<file path="config.mk">
export PLATFORM = sky130hd
export DESIGN_NAME = add_flat
export DESIGN_NICKNAME = d
export VERILOG_FILES = /design/src/rtl/add_if.sv /design/src/rtl/add.sv /design/src/flat_wrapper.sv
export SDC_FILE = /design/constraint.sdc
export NUM_CORES = 1
export LEC_CHECK = 0
export BUFFER_PORTS_ARGS = -buffer_cell sky130_fd_sc_hd__clkbuf_2
export CORE_MARGIN = 2
export CORE_UTILIZATION = 32
export CTS_CLUSTER_SIZE = 8
export DETAILED_ROUTE_END_ITERATION = 10
export SETUP_SLACK_MARGIN = 0.3
export SLEW_MARGIN = 15
export SYNTH_ARGS = -nofsm -noshare
export SYNTH_HDL_FRONTEND = slang
export SYNTH_SLANG_ARGS = --single-unit
</file>
<file path="constraint.sdc">
create_clock -name clk -period 2.05 [get_ports clk]
set_input_delay 0 -clock clk [delete_from_list [all_inputs] [get_ports clk]]
set_output_delay 0 -clock clk [all_outputs]
set_load 0.02 [all_outputs]
</file>
<file path="src/rtl/add_if.sv">
// ---------------------------------------------------------------------------
// add_if
// Operand/result bundle for the registered adder "add".
//
// Optional feature macro: ADD_SUB_EN
//    When defined, the bundle carries the extra "sub" strobe that selects
//    a - b instead of a + b.
//
// Signals
//    in_valid   master -> slave   capture a/b (and sub) this cycle
//    a, b       master -> slave   operands, WIDTH bits
//    sub        master -> slave   1 = subtract (ADD_SUB_EN only)
//    sum        slave -> master   registered result
//    carry      slave -> master   registered carry-out of the top bit
//    overflow   slave -> master   registered signed overflow
//    out_valid  slave -> master   result registers were updated last edge
//
// Modports
//    master     operand producer (ALU control / testbench)
//    slave      the adder itself
// ---------------------------------------------------------------------------
interface add_if #(
   parameter int WIDTH = 16
);
   logic             in_valid;
   logic [WIDTH-1:0] a;
   logic [WIDTH-1:0] b;
`ifdef ADD_SUB_EN
   logic             sub;
`endif
   logic [WIDTH-1:0] sum;
   logic             carry;
   logic             overflow;
   logic             out_valid;

`ifdef ADD_SUB_EN
   modport master (
      output in_valid, a, b, sub,
      input  sum, carry, overflow, out_valid
   );

   modport slave (
      input  in_valid, a, b, sub,
      output sum, carry, overflow, out_valid
   );
`else
   modport master (
      output in_valid, a, b,
      input  sum, carry, overflow, out_valid
   );

   modport slave (
      input  in_valid, a, b,
      output sum, carry, overflow, out_valid
   );
`endif
endinterface

</file>
<file path="src/rtl/add.sv">
// ---------------------------------------------------------------------------
// add
// Registered two's-complement adder for the processor ALU. A ripple chain
// of one-bit full adders feeds a single output register; a valid strobe
// travels alongside the data with one cycle of latency.
//
// Optional feature macro: ADD_SUB_EN
//    When defined, bus.sub = 1 turns the operation into a - b by inverting
//    b and forcing the carry-in to 1. carry = 1 then means "no borrow".
//    When undefined the block is add-only.
//
// Ports
//    clk     rising-edge clock
//    rst_n   asynchronous active-low reset; clears every output register
//    bus     add_if.slave: in_valid, a, b, (sub) in;
//            sum, carry, overflow, out_valid out
// ---------------------------------------------------------------------------
module add #(
   parameter int WIDTH = 16
) (
   input  logic   clk,
   input  logic   rst_n,
   add_if.slave   bus
);

   logic [WIDTH-1:0] bmod;
   logic             cin;
   logic [WIDTH-1:0] raw_sum;
   logic             raw_carry;
   logic             raw_overflow;
   logic             chain;

   // Operand conditioning: for subtraction the second operand is inverted
   // and the carry-in set, which forms the two's-complement negation of b
   // inside the same adder. Without the feature b passes straight through.
   always_comb begin
      bmod = bus.b;
      cin  = 1'b0;
`ifdef ADD_SUB_EN
      if (bus.sub) begin
         bmod = ~bus.b;
         cin  = 1'b1;
      end
`endif
   end

   // Ripple chain of full adders, least significant stage first. The carry
   // is threaded through a single variable so each stage sees the carry
   // produced by the stage below it. Overflow is taken from the sign bits:
   // like-signed operands producing a differently-signed result.
   always_comb begin
      raw_sum = '0;
      chain   = cin;
      for (int i = 0; i < WIDTH; i++) begin
         raw_sum[i] = bus.a[i] ^ bmod[i] ^ chain;
         chain      = (bus.a[i] & bmod[i]) | (chain & (bus.a[i] ^ bmod[i]));
      end
      raw_carry    = chain;
      raw_overflow = (bus.a[WIDTH-1] == bmod[WIDTH-1]) &&
                     (raw_sum[WIDTH-1] != bus.a[WIDTH-1]);
   end

   // Result register: updated only on a valid cycle, otherwise holds the
   // last result so a consumer may read it later. Reset clears everything
   // immediately, and an operation on the same edge as reset is lost.
   always_ff @(posedge clk or negedge rst_n) begin
      if (!rst_n) begin
         bus.sum      <= '0;
         bus.carry    <= 1'b0;
         bus.overflow <= 1'b0;
      end else if (bus.in_valid) begin
         bus.sum      <= raw_sum;
         bus.carry    <= raw_carry;
         bus.overflow <= raw_overflow;
      end
   end

   // Valid strobe: a plain delayed copy of in_valid, so it is high for
   // exactly the cycle following each capturing edge.
   always_ff @(posedge clk or negedge rst_n) begin
      if (!rst_n) begin
         bus.out_valid <= 1'b0;
      end else begin
         bus.out_valid <= bus.in_valid;
      end
   end

endmodule

</file>
<file path="src/flat_wrapper.sv">
// flat-port wrapper written by rule: the top's interface ports become plain ports
module add_flat 
#(
   parameter int WIDTH = 16
)
  (clk, rst_n, bus_in_valid, bus_a, bus_b, bus_sum, bus_carry, bus_overflow, bus_out_valid);
  add_if #(.WIDTH(WIDTH)) bus_i ();
  input  logic clk;
  input  logic rst_n;
  input wire logic [$bits(bus_i.in_valid)-1:0] bus_in_valid;
  input wire logic [$bits(bus_i.a)-1:0] bus_a;
  input wire logic [$bits(bus_i.b)-1:0] bus_b;
  output wire logic [$bits(bus_i.sum)-1:0] bus_sum;
  output wire logic [$bits(bus_i.carry)-1:0] bus_carry;
  output wire logic [$bits(bus_i.overflow)-1:0] bus_overflow;
  output wire logic [$bits(bus_i.out_valid)-1:0] bus_out_valid;
  assign bus_i.in_valid = bus_in_valid;
  assign bus_i.a = bus_a;
  assign bus_i.b = bus_b;
  assign bus_sum = bus_i.sum;
  assign bus_carry = bus_i.carry;
  assign bus_overflow = bus_i.overflow;
  assign bus_out_valid = bus_i.out_valid;
  add #(.WIDTH(WIDTH)) u_core (.clk(clk), .rst_n(rst_n), .bus(bus_i));
endmodule
</file>
After elaboration in Yosys (flattened, before gate mapping)

Cells that the tools add are included.

Input port bits: 35
Register bits after elaboration: 19

Equal/unequal tests: 2
Reductions and logical operators: 1
Bitwise operators: 77

Operators with widths:

| operator            | number |
|---|---|
| 1-bit bitwise AND   | 31 |
| 1-bit bitwise XOR   | 31 |
| 1-bit OR            | 15 |
| 1-bit equality test | 1 |
| 1-bit logical AND   | 1 |
| 1-bit != test       | 1 |

Logic depth before layout (Yosys ltp)

Gate-level depths: netlist (run 1).

Depth after elaboration: 32
Gate-level depth with buffers: 21

Worst setup path after synthesis (run 1)

OpenSTA, ideal clock, no wires.

Path kind: input -> register
Start point: in bus_b[0]
End point: reg u_core.bus.overflow
Required time: 1.922 ns
Library setup time: 0.128 ns
Slack: -4.096 ns
Cell stages on the path: 21
Path buffers: 0
Arrival time: 6.019 ns
Cell sequence: ha_1 > fa_1 > fa_1 > fa_1 > fa_1 > fa_1 > fa_1 > fa_1 > fa_1 > fa_1 > fa_1 > fa_1 > fa_1 > inv_1 > fa_1 > inv_1 > fa_1 > inv_1 > fa_1 > xor2_1 > o22ai_1

Cells in the longest elaborated chain, start to end: 32

RTL lines:

| element                         | RTL line           | RTL |
|---|---|---|
| start, declared                 | flat_wrapper.sv:12 | `input wire logic [$bits(bus_i.b)-1:0] bus_b;` |
| 1-bit bitwise AND (2 in series) | add.sv:56          | `chain = (bus.a[i] & bmod[i]) \| (chain & (bus.a[i] ^ bmod[i]));` |
| 1-bit OR                        | add.sv:56          |  |
| 1-bit bitwise AND               | add.sv:56          |  |
| 1-bit OR                        | add.sv:56          |  |
| 1-bit bitwise AND               | add.sv:56          |  |
| 1-bit OR                        | add.sv:56          |  |
| 1-bit bitwise AND               | add.sv:56          |  |
| 1-bit OR                        | add.sv:56          |  |
| [... 15 more ...]               | -                  |  |
| 1-bit OR                        | add.sv:56          |  |
| 1-bit bitwise AND               | add.sv:56          |  |
| 1-bit OR                        | add.sv:56          |  |
| 1-bit bitwise AND               | add.sv:56          |  |
| 1-bit OR                        | add.sv:56          |  |
| 1-bit bitwise XOR               | add.sv:55          | `raw_sum[i] = bus.a[i] ^ bmod[i] ^ chain;` |
| 1-bit != test                   | add.sv:60          | `(raw_sum[WIDTH-1] != bus.a[WIDTH-1]);` |
| 1-bit logical AND               | add.sv:59          | `raw_overflow = (bus.a[WIDTH-1] == bmod[WIDTH-1]) &&` |
| end signal, assigned            | add.sv:74          | `bus.overflow <= raw_overflow;` |
| end, declared                   | add_if.sv:54       | `output sum, carry, overflow, out_valid` |

No other way between the ends.
A chain may end at the register's enable or synchronous reset.

Worst setup path after layout (run 1)

Ends and elaborated chain as after synthesis.

==> results.cfg, run 1 <==
[status]
status = finished with violations
violations = setup timing

[timing]
hold-worst-slack_ns = 0.0456
finalHoldViolCount = 0
timing.final.max_slew_violations = 0
fin_ws_ns = -3.51
finalCriticalPeriod_ns = 5.56
worst_slew_pin_slew_ns = 0.596
setup_viol = 13
relSlewSlack_pct = 60.3
fin_crit_sh_pct = 271
skew_ns = 0
rsz0062_at_grt = yes
fmax_ghz = 0.180

[final_layout]
n_fill_cell = 327
final_nets = 179
final_core_util_pct = 45.0
num_antenna_cells = 0
syn2layout_area_growth_pct = 35.8
fin_cells = 172
drive_gt1_share_pct = 70.6

[global_routing]
grt_pass1_wl_mm = 3.62
grt_max_degree = 21
grt_antenna_before_repair = 0
grt_pass1_vias = 822
gr-usage-all-layers_pct = 11.9
grt_overflow = 0

[routing]
drt_iter0_drc = 5
final_antenna_net_count = 0
routed_wl_mm = 2.00
viasPerCell = 4.09
drcViolationCount = 0
vias = 704
wl_per_cell_um = 11.6
dr.pass1.iters = 2

[setup_path]
cp-end-kind = register
worstReg2RegEnd = u_core.bus.sum[5]
cp.arrival_ns = 5.72
rr_worst_depth = 1
crit_start = bus_b[0]
path_max_fanout = 2
critical_path_class = primary input to register
start_kind = primary input
crit_required_ns = 2.21
rrSetupSlack_ns = 1.28
reg2reg_from = u_core.bus.sum[5]

[place]
dpl.cell_count = 167
gp_congestion = 0.681
dp_slack_ns = -3.90
dp_hpwl_mm = 1.67
portBuffers = 53

[clock_tree]
htreeDepth = 1
cts_buffers = 3
clk_latency_ns = 0.28
clock-sinks = 19
cts_root_buf = clkbuf_4
cts_tree = yes
clockBufferDepth = 2
clkSlewWorstSetupHoldPaths_ns = 0.10

[yosys]
syn_inst = 69
syn_nets = 121
syn_avg_cell_area_sq_um = 16.0
syn_area_sq_um = 1100
ys_seq_elements = 19
yosysSeqAreaShare_pct = 43.0
ys_warn_count = 0
synth_cell_types = 12

[die]
rows = 21
die_h_um = 62.8
fp.dieW_um = 62.8
initial_core_util_pct = 33.1
die_area_sq_um = 3940
coreArea_sq_um = 3340
io_pins = 54

[power]
ir_drop_mv = 0.316
powerDensity_nw_per_um2 = 749
finalPower_mw = 1.12
p_leak_nw = 0.745

[hold_path]
hold_path.class = primary input to register
whs_endpoint = u_core.bus.sum[0]
hold_depth = 3
hold_path.startpoint = bus_a[0]

[job]
cap_violations = 0
==> state kept, by name, summed over array words and instances, names as in the netlist <==
| register | cells |
|---|---|
| u_core.bus.sum | 16 |
| u_core.bus.carry | 1 |
| u_core.bus.out_valid | 1 |
| u_core.bus.overflow | 1 |
==> layout make-up <==
cell class                      instances  area, sq um  share of cell area, %
Clock buffer                            4         26.3                   1.75
Inverter                               11         41.3                   2.75
Multi-Input combinational cell         37          604                   40.3
Sequential cell                        19          475                   31.7
Tap cell                               46         57.6                   3.84
Timing Repair Buffer                   55          295                   19.7
==> timing repair <==
action	in CTS	in global routing
gates resized for setup	0	4
hold buffers	1	0
endpoints found under the setup margin	13	14
pin swaps	2	0
endpoints found under the hold margin	19	0
buffers inserted	0	0
==> critical path: stages <==
cell     delay [ns]
buf_6          0.10
ha_4           0.15
fa_2           0.34
fa_2           0.34
fa_2           0.34
fa_2           0.34
fa_2           0.34
fa_2           0.34
fa_2           0.34
fa_2           0.34
fa_2           0.36
fa_2           0.35
fa_2           0.35
fa_2           0.35
inv_2          0.06
fa_2           0.18
inv_2          0.04
fa_2           0.33
inv_2          0.06
fa_1           0.43
xor2_1         0.14
o22ai_1        0.09
==> where the power goes <==
part / switching [mW] / internal, mW / total (mW)
logic: 0.236 / 0.206 / 0.442
clock network: 0.107 / 0.0755 / 0.183
registers: 0.0425 / 0.457 / 0.499
total: 0.385 / 0.738 / 1.12
==> how the worst max path moves through the flow <==
stage                                     end  slack [ns]  cells past startpoint
after global routing      u_core.bus.overflow       -3.68                     22
after detailed placement  u_core.bus.overflow       -3.90                     22
final                     u_core.bus.overflow       -3.51                     22
after CTS                 u_core.bus.overflow       -3.54                     22
after global placement    u_core.bus.overflow       -3.86                     22
after floorplan           u_core.bus.overflow       -3.59                     21
==> per-layer routing <==
| layer | GRT usage [%] | up-vias | wire length (um) |
|---|---|---|---|
| met5 | 0 | - | 0 |
| met4 | 4.17 | 0 | 11 |
| met3 | 3.42 | 2 | 190 |
| met2 | 18.3 | 39 | 903 |
| met1 | 16.0 | 333 | 896 |
| li1 | - | 330 | - |
==> cell usage after synthesis <==
library cell	count	area share (%)
mux2i_1	3	2.7
mux2_2	8	8.2
dfrtp_1	19	43
buf_6	1	1.0
o22ai_1	1	0.57
ha_1	2	2.3
buf_12	1	1.8
mux2_4	6	8.2
fa_1	15	27
xor2_1	1	0.79
nand2b_1	1	0.57
inv_1	11	3.7
==> per-stage QoR <==
| stage | TNS [ns] | area (sq um) |
|---|---|---|
| 6_report | -25.88 | 1500 |
| 5_1_grt | -26.80 | 1500 |
| 4_1_cts | -26.12 | 1490 |
| 3_5_place_dp | -30.47 | 1450 |
| 3_3_place_gp | -29.97 | 1450 |
| 2_1_floorplan | -27.28 | 1150 |
==> cells by family (layout without fill, tap and decap cells) <==
logic type / count (synthesis) / in the layout / share of synthesized area [%]
compound gates: 1 / 1 / 0.567
mux: 17 / 17 / 19.0
xor+xnor: 1 / 1 / 0.793
simple gates: 1 / 1 / 0.567
fa+ha+maj: 17 / 17 / 29.4
flops: 19 / 19 / 43.0
buf+inv: 13 / 70 / 6.57
==> placed cells by master (no fill, tap or decap) <==
| cell | netlist | routed |
|---|---|---|
| o22ai_1 | 1 | 1 |
| xor2_1 | 1 | 1 |
| inv_1 | 11 | 8 |
| buf_4 | 0 | 1 |
| mux2i_1 | 3 | 3 |
| dlygate4sd3_1 | 0 | 1 |
| inv_2 | 0 | 3 |
| dfrtp_1 | 19 | 19 |
| nand2b_1 | 1 | 1 |
| fa_2 | 0 | 14 |
| clkbuf_2 | 0 | 51 |
| ha_4 | 0 | 1 |
| clkbuf_1 | 0 | 1 |
| mux2_4 | 6 | 6 |
| mux2_2 | 8 | 8 |
| fa_1 | 15 | 1 |
| buf_6 | 1 | 2 |
| ha_1 | 2 | 1 |
| clkbuf_4 | 0 | 3 |
(Power assumes the default switching activity.)
==> inputs of run 2 (changes only) <==
--- a/config.mk
+++ b/config.mk
@@ -10,6 +10,7 @@
 export CORE_UTILIZATION = 32
 export CTS_CLUSTER_SIZE = 8
 export DETAILED_ROUTE_END_ITERATION = 10
+export PLACE_DENSITY = 0.62
 export SETUP_SLACK_MARGIN = 0.3
 export SLEW_MARGIN = 15
 export SYNTH_ARGS = -nofsm -noshare
==> results.cfg, run 2 (synthesized netlist as in run 1, its figures left out) <==
[final_layout]
final_cell_mix = 51 x clkbuf_2, 19 x dfrtp_1, 15 x fa_2
largest_register = u_core.bus.sum
design_area_sq_um = 1510
final_nets = 179
n_fill_cell = 336
syn2layout_area_growth_pct = 36.4
num_antenna_cells = 0
largest_register_ffs = 16
fin_cells = 172
drive_gt1_share_pct = 71.4
final_common_cell = clkbuf_2

[die]
coreArea_sq_um = 3340
io_pins = 54
initial_core_util_pct = 33.1
die_area_sq_um = 3940
rows = 21
fp.dieW_um = 62.8
die_h_um = 62.8

[job]
cap_violations = 0

[timing]
hold-worst-slack_ns = 0.0373
finalHoldViolCount = 0
timing.final.max_slew_violations = 0
skew_ns = 0
fin_tns_setup_ns = -26.11
fin_crit_sh_pct = 272
fmax_ghz = 0.179
worst_slew_pin_slew_ns = 0.583
setup_viol = 13
rsz0062_at_grt = yes
fin_ws_ns = -3.54
relSlewSlack_pct = 61.1
finalCriticalPeriod_ns = 5.59

[routing]
dr.pass1.iters = 4
routed_wl_mm = 2.12
vias = 731
drcViolationCount = 0
final_antenna_net_count = 0
viasPerCell = 4.25
drt_iter0_drc = 15
wl_per_cell_um = 12.3

[global_routing]
grt-busiest-layer = met2
grt_pass1_vias = 811
grt_overflow = 0
grt_max_degree = 21
grt_pass1_wl_mm = 3.65
met2_usage_pct = 21.1
grt.met3_usage_pct = 3.06
gr-usage-met1_pct = 13.8
grt_antenna_before_repair = 0
gr-usage-all-layers_pct = 11.9

[setup_path]
cp-end-kind = register
reg2reg_from = u_core.bus.sum[1]
crit_start = bus_b[0]
rr_worst_depth = 1
start_kind = primary input
crit_family = adder cells
slowest_stage = fa_2
path_max_fanout = 2
worstReg2RegEnd = u_core.bus.sum[1]
worstPathCellList = buf_8 -> ha_4 -> fa_2 -> fa_2 -> fa_2 -> fa_2 -> fa_2 -> fa_2 -> fa_2 -> fa_2 -> fa_2 -> fa_2 -> fa_2 -> fa_2 -> inv_2 -> fa_2 -> inv_2 -> fa_2 -> inv_2 -> fa_2 -> xor2_1 -> o22ai_1
rrSetupSlack_ns = 1.27
worst_path_most_repeated_cell = fa_2
cpPeakStageDelay_ns = 0.43
crit_required_ns = 2.21
critical_path_class = primary input to register
worst-path-buf-inv = 4
cp.arrival_ns = 5.75

[power]
finalPower_mw = 1.14
powerDensity_nw_per_um2 = 755
ir_drop_mv = 0.404
p_leak_nw = 0.746

[clock_tree]
clock-sinks = 19
post_cts_buffers = 0
clockBufferDepth = 2
cts_buffers = 3
cts_root_buf = clkbuf_4
clk_latency_ns = 0.29
htreeDepth = 1
cts_tree = yes
clkSlewWorstSetupHoldPaths_ns = 0.11

[hold_path]
whs_endpoint = u_core.bus.sum[0]
hold_path.startpoint = bus_a[0]
hold_depth = 3
hold_path.class = primary input to register

[place]
dpl_cell_area_sq_um = 1450
dpl.cell_count = 167
dp_hpwl_mm = 1.76
portBuffers = 53
gp_congestion = 0.656

[status]
status = finished with violations
violations = setup timing
run 2: cell types whose count changed in the layout (fill, tap and decap cells not counted):
cell	before	now
buf_6	2	1
buf_8	0	1
fa_1	1	0
fa_2	14	15
run 2: routing by layer:
layer | wire length, um | part of all wire, %
met1 | 864 | 41
met5 | 0 | 0
met4 | 0 | 0
met3 | 178 | 8.4
met2 | 1080 | 51
run 2: how the worst max path moves through the flow:
stage,end,depth (start not counted)
2_1_floorplan,u_core.bus.overflow,21
3_3_place_gp,u_core.bus.overflow,22
3_5_place_dp,u_core.bus.overflow,22
4_1_cts,u_core.bus.overflow,22
5_1_grt,u_core.bus.overflow,22
6_report,u_core.bus.overflow,22
run 2: stage by stage:
step	util (%)	setup WS, ns
after floorplan	-	-3.59
after global placement	43.5	-3.88
after detailed placement	43.5	-3.94
after CTS	44.8	-3.57
after global routing	45.1	-3.67
final	45.1	-3.54
run 2: final cells by class:
cell class                      instances  area (sq um)  share of cell area [%]
Tap cell                               46          57.6                    3.82
Timing Repair Buffer                   55           299                    19.9
Sequential cell                        19           475                    31.6
Clock buffer                            4          26.3                    1.74
Multi-Input combinational cell         37           607                    40.3
Inverter                               11          41.3                    2.74
run 2: report_power, final:
| group | internal (mW) | switching, mW |
|---|---|---|
| clock | 0.0756 | 0.117 |
| sequential | 0.457 | 0.0436 |
| combinational | 0.207 | 0.238 |
| total | 0.739 | 0.399 |
run 2: repair_timing:
item / 4_1_cts / 5_1_grt
setup endpoints to repair: 14 / 14
hold endpoints to repair: 19 / 0
hold buffers: 1 / 0
pin swaps: 2 / 0
resized for setup: 1 / 3
==> inputs of run 3 (changes only) <==
==> constraint.sdc (replaced) <==
create_clock -name clk -period 2.05 [get_ports clk]
set_input_delay 0.3075 -clock clk [delete_from_list [all_inputs] [get_ports clk]]
set_output_delay 0.3075 -clock clk [all_outputs]
set_load 0.02 [all_outputs]
==> results.cfg, run 3 (synthesized netlist as in run 1, its figures left out) <==
[timing]
hold-worst-slack_ns = 0.350
worst_slew_pin_slew_ns = 0.599
fin_crit_sh_pct = 287
setup_viol = 14
relSlewSlack_pct = 60.1
fmax_ghz = 0.170
finalCriticalPeriod_ns = 5.88
skew_ns = 0
finalHoldViolCount = 0
timing.final.max_slew_violations = 0
rsz0062_at_grt = yes
fin_ws_ns = -3.83

[routing]
vias = 720
drt_iter0_drc = 12
met2_length_um = 907
wl_met3_um = 173
drcViolationCount = 0
final_antenna_net_count = 0
dr.max_layer_used = met3
routed_wl_mm = 1.98
dr.pass1.iters = 3
wl_per_cell_um = 11.6
met1_length_um = 903
viasPerCell = 4.21

[power]
p_leak_nw = 0.740
internal_power_mw = 0.734
power_frac_seq_pct = 44.2
powerDensity_nw_per_um2 = 754
pwr-share-comb_pct = 39.0
clockPowerShare_pct = 16.8
ir_drop_mv = 0.254
p_switching_mw = 0.391
finalPower_mw = 1.13
sw_frac_of_total_pct = 34.7

[clock_tree]
htreeDepth = 1
post_cts_buffers = 0
clock-sinks = 19
cts_root_buf = clkbuf_4
cts_buffers = 3
clkSlewWorstSetupHoldPaths_ns = 0.11
clk_latency_ns = 0.29
cts_tree = yes
clockBufferDepth = 2

[place]
dpl_cell_area_sq_um = 1440
dp_hpwl_mm = 1.59
portBuffers = 53
gp_congestion = 0.661

[final_layout]
num_antenna_cells = 0
final_cell_mix = 51 x clkbuf_2, 19 x dfrtp_1, 14 x fa_2
n_fill_cell = 321
largest_register_ffs = 16
syn2layout_area_growth_pct = 35.1
design_area_sq_um = 1490
final_nets = 178
drive_gt1_share_pct = 70.4
largest_register = u_core.bus.sum
final_common_cell = clkbuf_2
final_core_util_pct = 44.7

[die]
io_pins = 54
die_area_sq_um = 3940
coreArea_sq_um = 3340
initial_core_util_pct = 33.1
die_h_um = 62.8
fp.dieW_um = 62.8
rows = 21

[setup_path]
slowest_stage = fa_1
path_max_fanout = 2
cpPeakStageDelay_ns = 0.43
start_kind = primary input
rrSetupSlack_ns = 1.27
crit_required_ns = 2.21
worst_path_most_repeated_cell = fa_2
cp.arrival_ns = 6.04
critical_path_class = primary input to register
cp-end-kind = register
worstPathCellList = buf_6 -> ha_4 -> fa_2 -> fa_2 -> fa_2 -> fa_2 -> fa_2 -> fa_2 -> fa_2 -> fa_2 -> fa_2 -> fa_2 -> fa_2 -> fa_2 -> inv_2 -> fa_2 -> inv_2 -> fa_2 -> inv_2 -> fa_1 -> xor2_1 -> o22ai_1

[global_routing]
grt_pass1_vias = 847
grt_overflow = 0
grt_max_degree = 21
gr-usage-all-layers_pct = 11.9
grt_antenna_before_repair = 0
grt_pass1_wl_mm = 3.68

[status]
status = finished with violations
violations = setup timing

[hold_path]
hold_path.class = primary input to register

[job]
cap_violations = 0
==> run 3: cell count changes in the layout (fill, tap and decap cells not counted), sizes merged <==
cell  before  now
buf        3    2
==> run 3: layer usage <==
layer	track usage, %	vias to the layer above
met3	3.42	0
met1	16.2	352
met5	0	-
met4	3.33	0
li1	-	330
met2	18.4	38
==> run 3: metrics by stage <==
stage,setup TNS (ns),cells,setup slack [ns]
6_report,-29.97,171,-3.83
5_1_grt,-31.15,171,-3.97
4_1_cts,-30.31,171,-3.86
3_5_place_dp,-35.03,166,-4.23
3_3_place_gp,-34.40,166,-4.18
2_1_floorplan,-31.46,69,-3.89
==> run 3: cell type report <==
| class | instances | area [sq um] | area share [%] |
|---|---|---|---|
| Multi-Input combinational cell | 37 | 604 | 40.5 |
| Sequential cell | 19 | 475 | 31.9 |
| Timing Repair Buffer | 54 | 288 | 19.3 |
| Tap cell | 46 | 57.6 | 3.86 |
| Inverter | 11 | 41.3 | 2.77 |
| Clock buffer | 4 | 26.3 | 1.76 |
==> run 3: worst paths after layout <==
path                               startpoint                   to  cells past startpoint
setup / recovery                     bus_b[0]  u_core.bus.overflow                     22
hold / removal                       bus_a[0]    u_core.bus.sum[0]                      3
setup reg to reg            u_core.bus.sum[5]    u_core.bus.sum[5]                      1
hold reg to reg            u_core.bus.sum[14]   u_core.bus.sum[14]                      1
max in group asynchronous               rst_n   u_core.bus.sum[10]                      2
min in group asynchronous               rst_n   u_core.bus.sum[15]                      2
==> run 3: power groups by stage <==
stage / clock network [mW] / registers [mW] / logic [mW]
after floorplan: 0 / 0.609 / 0.171
after global placement: 0 / 0.505 / 0.433
after detailed placement: 0 / 0.507 / 0.442
after CTS: 0.207 / 0.500 / 0.445
after global routing: 0.227 / 0.512 / 0.490
final: 0.189 / 0.498 / 0.439
==> run 3: worst max-delay path, delay by kind of cell <==
kind            cells  cell delay [ns]
compound gates      1             0.09
xor+xnor            1             0.14
fa+ha+maj          16             5.25
buf+inv             4             0.27
==> run 3: what timing repair did <==
item / CTS / global route
hold endpoints to repair: 19 / 0
hold buffers: 1 / 0
endpoints found under the setup margin: 14 / 15
resized for setup: 0 / 3
gates cloned: 0 / 0
pin swaps: 2 / 0
